$ cat src/rtl/event_blinker.sv
// event_blinker
//   Turns single-cycle event pulses into human-visible blinks on an
//   active-low LED. Each accepted event produces one blink: ON_CYCLES lit,
//   then GAP_CYCLES dark. Events that arrive while a blink is running are
//   queued in a saturating pending counter. An event that arrives while the
//   counter is full is dropped and flagged with a one-cycle overflow pulse.
//
// Ports
//   clk       in   1       single clock, rising edge
//   rst       in   1       synchronous, active-high reset
//   event_in  in   1       event pulse; every high cycle counts as one event
//   led_n     out  1       LED drive, active low (0 = lit)
//   busy      out  1       high whenever the blinker is not idle
//   pending   out  PEND_W  queued events not yet blinked
//   overflow  out  1       one-cycle pulse: an event was dropped
//
// All outputs are registered.

module event_blinker #(
  parameter int ON_CYCLES  = 16,
  parameter int GAP_CYCLES = 16,
  parameter int PEND_W     = 3
) (
  input  logic              clk,
  input  logic              rst,
  input  logic              event_in,
  output logic              led_n,
  output logic              busy,
  output logic [PEND_W-1:0] pending,
  output logic              overflow
);

  localparam int MAX_CYC = (ON_CYCLES > GAP_CYCLES) ? ON_CYCLES : GAP_CYCLES;
  localparam int TW      = $clog2(MAX_CYC + 1);

  typedef enum logic [1:0] {
    S_IDLE,
    S_ON,
    S_GAP
  } state_t;

  state_t            r_state;
  state_t            w_state_nxt;
  logic [TW-1:0]     r_timer;
  logic [TW-1:0]     w_timer_nxt;
  logic [PEND_W-1:0] r_pending;
  logic [PEND_W-1:0] w_pending_nxt;
  logic              r_led_n;
  logic              r_busy;
  logic              r_overflow;
  logic              w_overflow_nxt;

  logic              w_timer_last;
  logic              w_pend_full;
  logic              w_pend_empty;

  // The timer holds the number of cycles remaining in the current state,
  // including the present one, so a value of 1 marks the last cycle.
  assign w_timer_last = (r_timer == TW'(1));
  assign w_pend_full  = (r_pending == '1);
  assign w_pend_empty = (r_pending == '0);

  always_comb begin
    w_state_nxt    = r_state;
    w_timer_nxt    = r_timer - TW'(1);
    w_pending_nxt  = r_pending;
    w_overflow_nxt = 1'b0;

    unique case (r_state)
      S_IDLE: begin
        w_timer_nxt   = '0;
        w_pending_nxt = '0;
        // The event that wakes the blinker is consumed directly.
        if (event_in) begin
          w_state_nxt = S_ON;
          w_timer_nxt = TW'(ON_CYCLES);
        end
      end

      S_ON: begin
        if (w_timer_last) begin
          w_state_nxt = S_GAP;
          w_timer_nxt = TW'(GAP_CYCLES);
        end
        if (event_in) begin
          if (w_pend_full) begin
            w_overflow_nxt = 1'b1;
          end else begin
            w_pending_nxt = r_pending + PEND_W'(1);
          end
        end
      end

      S_GAP: begin
        if (w_timer_last) begin
          // A live event on the final gap cycle starts the next blink
          // itself, so the queue is left untouched in that case.
          if (event_in) begin
            w_state_nxt = S_ON;
            w_timer_nxt = TW'(ON_CYCLES);
          end else if (!w_pend_empty) begin
            w_state_nxt   = S_ON;
            w_timer_nxt   = TW'(ON_CYCLES);
            w_pending_nxt = r_pending - PEND_W'(1);
          end else begin
            w_state_nxt = S_IDLE;
            w_timer_nxt = '0;
          end
        end else if (event_in) begin
          if (w_pend_full) begin
            w_overflow_nxt = 1'b1;
          end else begin
            w_pending_nxt = r_pending + PEND_W'(1);
          end
        end
      end

      default: begin
        w_state_nxt   = S_IDLE;
        w_timer_nxt   = '0;
        w_pending_nxt = '0;
      end
    endcase
  end

  // LED and busy are decoded from the next state so they line up with the
  // state register instead of lagging it by a cycle.
  always_ff @(posedge clk) begin
    if (rst) begin
      r_state    <= S_IDLE;
      r_timer    <= '0;
      r_pending  <= '0;
      r_led_n    <= 1'b1;
      r_busy     <= 1'b0;
      r_overflow <= 1'b0;
    end else begin
      r_state    <= w_state_nxt;
      r_timer    <= w_timer_nxt;
      r_pending  <= w_pending_nxt;
      r_led_n    <= (w_state_nxt != S_ON);
      r_busy     <= (w_state_nxt != S_IDLE);
      r_overflow <= w_overflow_nxt;
    end
  end

  assign led_n    = r_led_n;
  assign busy     = r_busy;
  assign pending  = r_pending;
  assign overflow = r_overflow;

endmodule

$ cat config.mk
export PLATFORM = sky130hd
export DESIGN_NAME = event_blinker
export DESIGN_NICKNAME = d
export VERILOG_FILES = /design/src/rtl/event_blinker.sv
export SDC_FILE = /design/constraint.sdc
export NUM_CORES = 1
export LEC_CHECK = 0
export BUFFER_PORTS_ARGS = -buffer_cell sky130_fd_sc_hd__buf_2
export CELL_PAD_IN_SITES_DETAIL_PLACEMENT = 1
export CELL_PAD_IN_SITES_GLOBAL_PLACEMENT = 1
export CORE_MARGIN = 5
export CORE_UTILIZATION = 40
export CTS_CLUSTER_SIZE = 10
export DETAILED_ROUTE_END_ITERATION = 8
export PLACE_DENSITY = 0.73
export SYNTH_ARGS = -nofsm -noshare
export SYNTH_HDL_FRONTEND = slang
export SYNTH_SLANG_ARGS = --single-unit
$ cat constraint.sdc
create_clock -name clk -period 3.2 [get_ports clk]
set_clock_uncertainty 0.15 [all_clocks]
set_input_delay 0.96 -clock clk [delete_from_list [all_inputs] [get_ports clk]]
set_output_delay 0.96 -clock clk [all_outputs]
set_load 0.03 [all_outputs]
==> reports/metrics.yaml, run 1 <==
run_status:
  outcome: "finished, final reports clean"
yosys:
  synth_nets: 108
  ys.warnings.count: 0
  synth-seq-area-share_pct: 31.9
  yosys.cell_types.count: 34
  ys_async_sr_fraction_pct: 0
  avgSynthCellArea_um2: 8.50
  synth_edf_count: 0
  synthesis.instances: 96
  synthFlopType: "dfxtp_1"
  netlist_area_um2: 816
  yosys_register_bits: 13
sta:
  setup_viol: 0
  rsz0062_at_grt: "no"
  slew_viol_final: 0
  setup_tns_ps: 0
  clock.fmax_mhz: 473
  period_minus_slack_ps: 2110
  max-slew-margin-rel_pct: 70.1
  hold_viol: 0
  tightest_slew_ps: 447
  fin_ws_ps: 1090
  fin_crit_sh_pct: 66.0
  hold_ws_ps: 337
min_path:
  min_from: "r_timer[0]"
  min_to: "r_timer[0]"
  hold_class: "reg2reg"
  hold_depth: 1
route:
  dr.pass1.iters: 4
  wl_per_cell_um: 13.9
  via_per_inst: 5.59
  drtIter0Drc: 15
  postRouteAntennaNets: 0
  wl_um: 1840
  drc_errors: 0
  vias: 738
floorplanning:
  num_rows: 16
  fp.dieH_um: 55.2
  core_area_um2: 1960
  die_x_um: 55.2
  dieArea_um2: 3040
  initial_core_util_pct: 41.6
  ios: 9
clock_network:
  post_cts_resized: 0
  cts.path.max_buffers: 2
  cts.clk_slew.worst_paths_ps: 80
  cts-root-buf: "clkbuf_4"
  clock_sinks: 13
  numCtsBuffers: 3
  h-tree-depth: 1
  insertion_delay_ps: 270
  cts_setup_buffers: 0
  cts_hold_buf: 0
  cts_tree: "built"
critical_path:
  crit_family: "flip-flops"
  startpoint: "pending[2]"
  reg2regPathDepth: 6
  crit_path_end_kind: "output port"
  worst-path-max-fanout: 7
  cp-start-kind: "flop"
  slowest_stage: "dfxtp_1"
  crit_required_ps: 2090
  crit_buf_inv: 1
  slowest_delay_ps: 480
  reg2reg_from: "r_timer[0]"
  r2r_setup_slack_ps: 1090
  arrival_ps: 1000
  critPathKind: "reg2out"
  r2r-end: "pending[1]"
  path_cells: "buf_2"
place:
  place_ws_ps: 877
  gp_congestion: 0.815
  io_buffers: 8
  hpwl_um: 1440
final_layout:
  antenna_cells: 0
  final_common_cell: "dfxtp_1"
  drive_above_1_share_pct: 16.2
  final_cell_mix: "dfxtp_1, nor2_1, ha_1"
  nNetsFinal: 118
  syn_to_final_growth_pct: 10.7
global_route:
  grt_pass1_vias: 679
  grt_overflow: 0
  grt_pass1_wl_um: 3080
  antenna_found_initial: 0
  track_usage_pct: 14.3
  grt_max_degree: 11
power:
  ir_worst_vdd_mv: 0.239
  power_density_nw_per_um2: 399
  leakagePower_uw: 0.000363
job:
  drv_cap: 0
==> cell usage after synthesis (all sizes together), types with 2 or more instances <==
| cell | count | area share [%] |
|---|---|---|
| a211oi | 2 | 1.8 |
| a21oi | 8 | 5.4 |
| clkbuf | 2 | 0.92 |
| dfxtp | 13 | 32 |
| ha | 9 | 14 |
| inv | 8 | 3.7 |
| nand2 | 6 | 2.8 |
| nand3 | 4 | 2.5 |
| nand4 | 2 | 1.5 |
| nor2 | 9 | 4.1 |
| nor3 | 3 | 1.8 |
| o211ai | 2 | 1.8 |
| o21ai | 3 | 1.8 |
| o32ai | 3 | 3.2 |
| or2 | 2 | 1.5 |
| or3 | 2 | 1.5 |
| xnor2 | 2 | 2.1 |
==> how the worst max path moves through the flow <==
stage                      end  slack, ps  depth (start not counted)
floorplan           r_timer[2]       1190                          4
global placement    pending[0]        910                          5
detailed placement  pending[0]        880                          5
CTS                 pending[2]       1090                          1
global route        pending[1]        950                          6
finish              pending[2]       1090                          1
==> registers in the layout, indices dropped and copies added (netlist names) <==
| signal | cells |
|---|---|
| pending | 3 |
| busy | 1 |
| overflow | 1 |
| r_timer | 5 |
| led_n | 1 |
| r_state | 2 |
==> power by group <==
part / internal (uW) / total [uW] / switching (uW)
combinational: 31.2 / 77.3 / 46.1
sequential: 172 / 182 / 9.96
clock: 48.3 / 101 / 53.0
==> area by class of cell <==
type                    instances  area [um^2]
clock buffers                   4         26.3
fillers                       250         1060
inverters                       8         30.0
multi-input cells              72          513
flip-flops and latches         13          260
well taps                      27         33.8
repair buffers                  8         40.0
==> through the flow <==
stage          total power (uW)  cell area (um^2)  std cells  utilization [%]
2_1_floorplan               243               816         96                -
3_3_place_gp                261               877        128             44.7
3_5_place_dp                263               877        128             44.7
4_1_cts                     365               903        132             46.0
5_1_grt                     381               903        132             46.0
6_report                    360               903        132             46.0
==> logic make-up (layout without fill, tap and decap cells) <==
logic type      Yosys count  after routing  share of synthesized area [%]
simple gates             35             35                           24.7
compound gates           25             25                           21.0
xor+xnor                  2              2                           2.15
mux                       1              1                           1.23
fa+ha+maj                 9              9                           13.8
buf+inv                  11             20                           5.21
flops                    13             13                           31.9
==> layer usage <==
metal	track usage [%]	share of wire, %	up-vias
met5	0	0	-
met4	4.86	0.38	0
met3	3.22	5.0	2
met2	22.2	45	14
met1	19.2	49	355
li1	-	-	367
Power figures use the tool's default switching activity.
==> run 2: changes to the inputs <==
Settings changed: ABC_AREA set to 1, CORE_UTILIZATION 40 to 36.
Clock period 3.2 ns to 1.71 ns, I/O delays scaled along.
==> reports/metrics.yaml, run 2 <==
final_layout:
  drive_above_1_share_pct: 23.7
  syn_to_final_growth_pct: 15.4
  antenna_cells: 0
  final_cell_mix: "nand2_1, inv_1, nand3_1"
  final_common_cell: "nand2_1"
  nNetsFinal: 148
  largest_reg_flops: 5
  post-route-util_pct: 43.3
  top_register: "r_timer"
  finish.instance_area_um2: 957
critical_path:
  path_cells: "buf_2"
  crit_buf_inv: 1
  crit_required_ps: 1050
  worst-path-max-fanout: 6
  critPathKind: "reg2out"
  crit_path_end_kind: "output port"
  slowest_stage: "dfxtp_1"
  arrival_ps: 940
  cp-start-kind: "flop"
  slowest_delay_ps: 420
  crit_family: "flip-flops"
power:
  power_density_nw_per_um2: 675
  leakagePower_uw: 0.000511
  power_uw: 646
  ir_worst_vdd_mv: 0.497
sta:
  fin_ws_ps: 111
  setup_tns_ps: 0
  tightest_slew_ps: 400
  hold_viol: 0
  slew_viol_final: 0
  period_minus_slack_ps: 1600
  max-slew-margin-rel_pct: 73.2
  clock.fmax_mhz: 625
  setup_viol: 0
  fin_crit_sh_pct: 93.5
yosys:
  yosys_register_bits: 13
  ys_top_cells_by_area: "dfxtp_1, nand2_1, ha_1"
  synth_top_area_share_pct: 31.4
  synth_edf_count: 0
  netlist_area_um2: 830
  synth_nets: 134
  synth-seq-area-share_pct: 31.4
  synthesis.instances: 122
  avgSynthCellArea_um2: 6.80
  yosysMostFrequentCell: "nand2_1"
  ys_async_sr_fraction_pct: 0
  synth_common_cells: "nand2_1, inv_1, dfxtp_1, nor2_1, nand3_1"
  yosys.cell_types.count: 20
  yosysTopAreaCell: "dfxtp_1"
  synthFlopType: "dfxtp_1"
  ys.warnings.count: 0
clock_network:
  insertion_delay_ps: 280
  cts_tree: "built"
  numCtsBuffers: 3
  cts.path.max_buffers: 2
  cts.clk_slew.worst_paths_ps: 80
  h-tree-depth: 1
  clock_sinks: 13
  cts-root-buf: "clkbuf_4"
route:
  via_per_inst: 4.62
  wl_per_cell_um: 12.1
  dr.pass1.iters: 5
  drtIter0Drc: 10
  wl_um: 1970
  vias: 753
  postRouteAntennaNets: 0
  drc_errors: 0
floorplanning:
  initial_core_util_pct: 37.5
  dieArea_um2: 3360
  ios: 9
  die_x_um: 58.0
  num_rows: 17
  core_area_um2: 2210
  fp.dieH_um: 58.0
global_route:
  grt_pass1_wl_um: 3540
  antenna_found_initial: 0
  grt_overflow: 0
  grt_max_degree: 8
  grt_pass1_vias: 830
  track_usage_pct: 13.4
run_status:
  outcome: "finished, final reports clean"
place:
  place_ws_ps: -22.1
  hpwl_um: 1630
  io_buffers: 8
  place_area_um2: 908
  gp_congestion: 0.815
min_path:
  hold_class: "in2reg"
job:
  drv_cap: 0
run 2: stage by stage:
step | instances | hold slack (ps)
finish | 163 | 280
global route | 163 | 270
CTS | 163 | 280
detailed placement | 159 | 296
global placement | 159 | 280
floorplan | 122 | 267
run 2: metal layers:
layer	routed length (um)	track usage (%)	vias up
li1	-	-	395
met1	902	16.5	349
met2	1000	23.4	7
met3	53	3.34	2
met4	14	2.98	0
met5	0	0	-
run 2: area by class of cell:
| class | count | area (um^2) |
|---|---|---|
| Timing Repair Buffer | 10 | 55.1 |
| Sequential cell | 13 | 268 |
| Tap cell | 28 | 35.0 |
| Multi-Input combinational cell | 86 | 490 |
| Clock buffer | 4 | 26.3 |
| Fill cell | 303 | 1250 |
| Inverter | 22 | 82.6 |
run 2: final timing paths:
kind / from / endpoint / slack (ps) / cells past startpoint
worst max-delay path: pending[2] / pending[2] / 110 / 1
worst min-delay path: rst / pending[1] / 280 / 2
worst max register to register: r_state[0] / busy / 110 / 9
worst min register to register: r_timer[0] / r_timer[0] / 310 / 1
run 2: kinds of logic (layout without fill, tap and decap cells):
kind of cell | count (synthesis) | after routing | share of synthesized area (%)
AND/OR/NAND/NOR | 67 | 67 | 35.4
flip-flops | 13 | 13 | 31.4
XOR/XNOR | 3 | 3 | 3.17
adder cells (fa/ha/maj) | 9 | 9 | 13.6
buffers and inverters | 23 | 36 | 11.3
AO/OA/AOI/OAI | 7 | 7 | 5.13
run 2: timing repair:
action                     in CTS  in global routing
buffers inserted                0                  0
pin swaps                       0                  0
hold buffers                    0                  0
gates resized for setup         1                 10
setup endpoints to repair       2                  6
run 2: where the power goes:
part           internal (uW)  total [uW]  switching, uW
clock network           90.5         196            106
logic                   45.0         124           79.3
registers                316         326           9.90
==> run 3: changes to the inputs <==
Settings changed: SETUP_SLACK_MARGIN set to 0.5.
==> reports/metrics.yaml, run 3 (synthesis results as in run 2) <==
power:
  seqPwrFrac_pct: 45.3
  switching_share_pct: 33.5
  power_density_nw_per_um2: 567
  leakagePower_uw: 0.000605
  power_uw: 720
  power_frac_clock_pct: 28.6
  power.internal_uw: 479
  ir_worst_vdd_mv: 0.460
  switchingPower_uw: 241
  comb_power_share_pct: 26.1
clock_network:
  numCtsBuffers: 3
  clock_sinks: 13
  h-tree-depth: 1
  cts-root-buf: "clkbuf_4"
  cts.clk_slew.worst_paths_ps: 80
  cts.path.max_buffers: 2
  insertion_delay_ps: 290
  cts_hold_buf: 0
  cts_tree: "built"
sta:
  rsz0062_at_grt: "yes"
  setup_tns_ps: 0
  max-slew-margin-rel_pct: 78.9
  fin_crit_sh_pct: 91.7
  tightest_slew_ps: 317
  period_minus_slack_ps: 1570
  clock.fmax_mhz: 637
  setup_viol: 0
  slew_viol_final: 0
  hold_viol: 0
critical_path:
  crit_required_ps: 1750
  arrival_ps: 1610
  slowest_stage: "dfxtp_4"
  path_depth: 9
  path_cells: "inv_4 > ha_4 > or2_4 > nand2_4 > inv_4 > o21ai_2 > nand2_2 > nand2_2 > nand2_1"
  reg2regPathDepth: 9
  cp-start-kind: "flop"
  crit_family: "simple AND/OR/NAND/NOR gates"
  critPathKind: "reg2reg"
  slowest_delay_ps: 400
  crit_buf_inv: 2
  crit_path_end_kind: "flop"
  worst-path-max-fanout: 6
floorplanning:
  core_area_um2: 2210
  num_rows: 17
  die_x_um: 58.0
  ios: 9
  fp.dieH_um: 58.0
  initial_core_util_pct: 37.5
  dieArea_um2: 3360
route:
  drc_errors: 0
  dr.pass1.iters: 4
  postRouteAntennaNets: 0
  wl_per_cell_um: 17.1
  vias: 851
  via_per_inst: 4.92
  wl_um: 2960
  drtIter0Drc: 19
final_layout:
  fin_cells: 173
  final_cell_mix: "nand2_1, inv_1, buf_4"
  final_common_cell: "nand2_1"
  post-route-util_pct: 57.4
  syn_to_final_growth_pct: 52.9
  largest_reg_flops: 5
  antenna_cells: 0
  drive_above_1_share_pct: 56.6
  nNetsFinal: 158
  nFillCells: 268
  top_register: "r_timer"
place:
  dp_cells: 158
  hpwl_um: 1690
  io_buffers: 8
  gp_congestion: 0.784
global_route:
  track_usage_pct: 16.8
  grt_pass1_vias: 909
  grt_pass1_wl_um: 4310
  grt_overflow: 0
  grt_max_degree: 8
  antenna_found_initial: 0
min_path:
  hold_depth: 2
  hold_class: "in2reg"
job:
  drv_cap: 0
run_status:
  outcome: "finished, final reports clean"
==> run 3: final timing paths <==
| kind | slack, ps | end | startpoint |
|---|---|---|---|
| min reg2reg | 380 | pending[1] | pending[1] |
| min | 310 | pending[1] | rst |
| max | 140 | busy | r_state[1] |
| max reg2reg | 140 | busy | r_state[1] |
==> run 3: worst reg2reg max path: cells and delay by family, from the launching register on <==
family	cells	cell delay, ps
compound gates	1	110
simple gates	5	580
buf+inv	2	90
fa+ha+maj	1	160
flops	1	400
==> run 3: power groups by stage <==
stage	logic, uW	registers, uW	clock network [uW]
3_3_place_gp	120	330	0
4_1_cts	154	326	205
2_1_floorplan	87.0	338	0
6_report	188	326	206
3_5_place_dp	122	331	0
5_1_grt	205	328	232
==> run 3: stage by stage <==
step	cell area, um^2	hold slack, ps	worst slack, ps
6_report	1270	309	141
5_1_grt	1270	303	62.7
4_1_cts	1150	284	157
3_5_place_dp	945	291	49.3
3_3_place_gp	945	283	112
2_1_floorplan	873	267	195
==> run 3: layout make-up <==
| class | instances | area [um^2] | area share (%) |
|---|---|---|---|
| tap | 28 | 35.0 | 2.76 |
| clock buffer | 4 | 26.3 | 2.07 |
| sequential | 13 | 284 | 22.4 |
| multi-input combinational | 86 | 659 | 52.0 |
| inverter | 22 | 92.6 | 7.30 |
| timing repair buffer | 20 | 171 | 13.5 |
==> run 3: timing repair <==
action | in CTS | in global routing
setup buffers | 6 | 5
gates cloned | 0 | 0
resized for setup | 42 | 23
pin swaps | 15 | 11
endpoints found under the setup margin | 19 | 19
==> run 3: layer usage <==
| metal | wire [um] | GRT usage [%] |
|---|---|---|
| met1 | 1110 | 18.0 |
| met2 | 1640 | 32.3 |
| met3 | 89 | 2.90 |
| met4 | 129 | 5.96 |
| met5 | 0 | 0 |
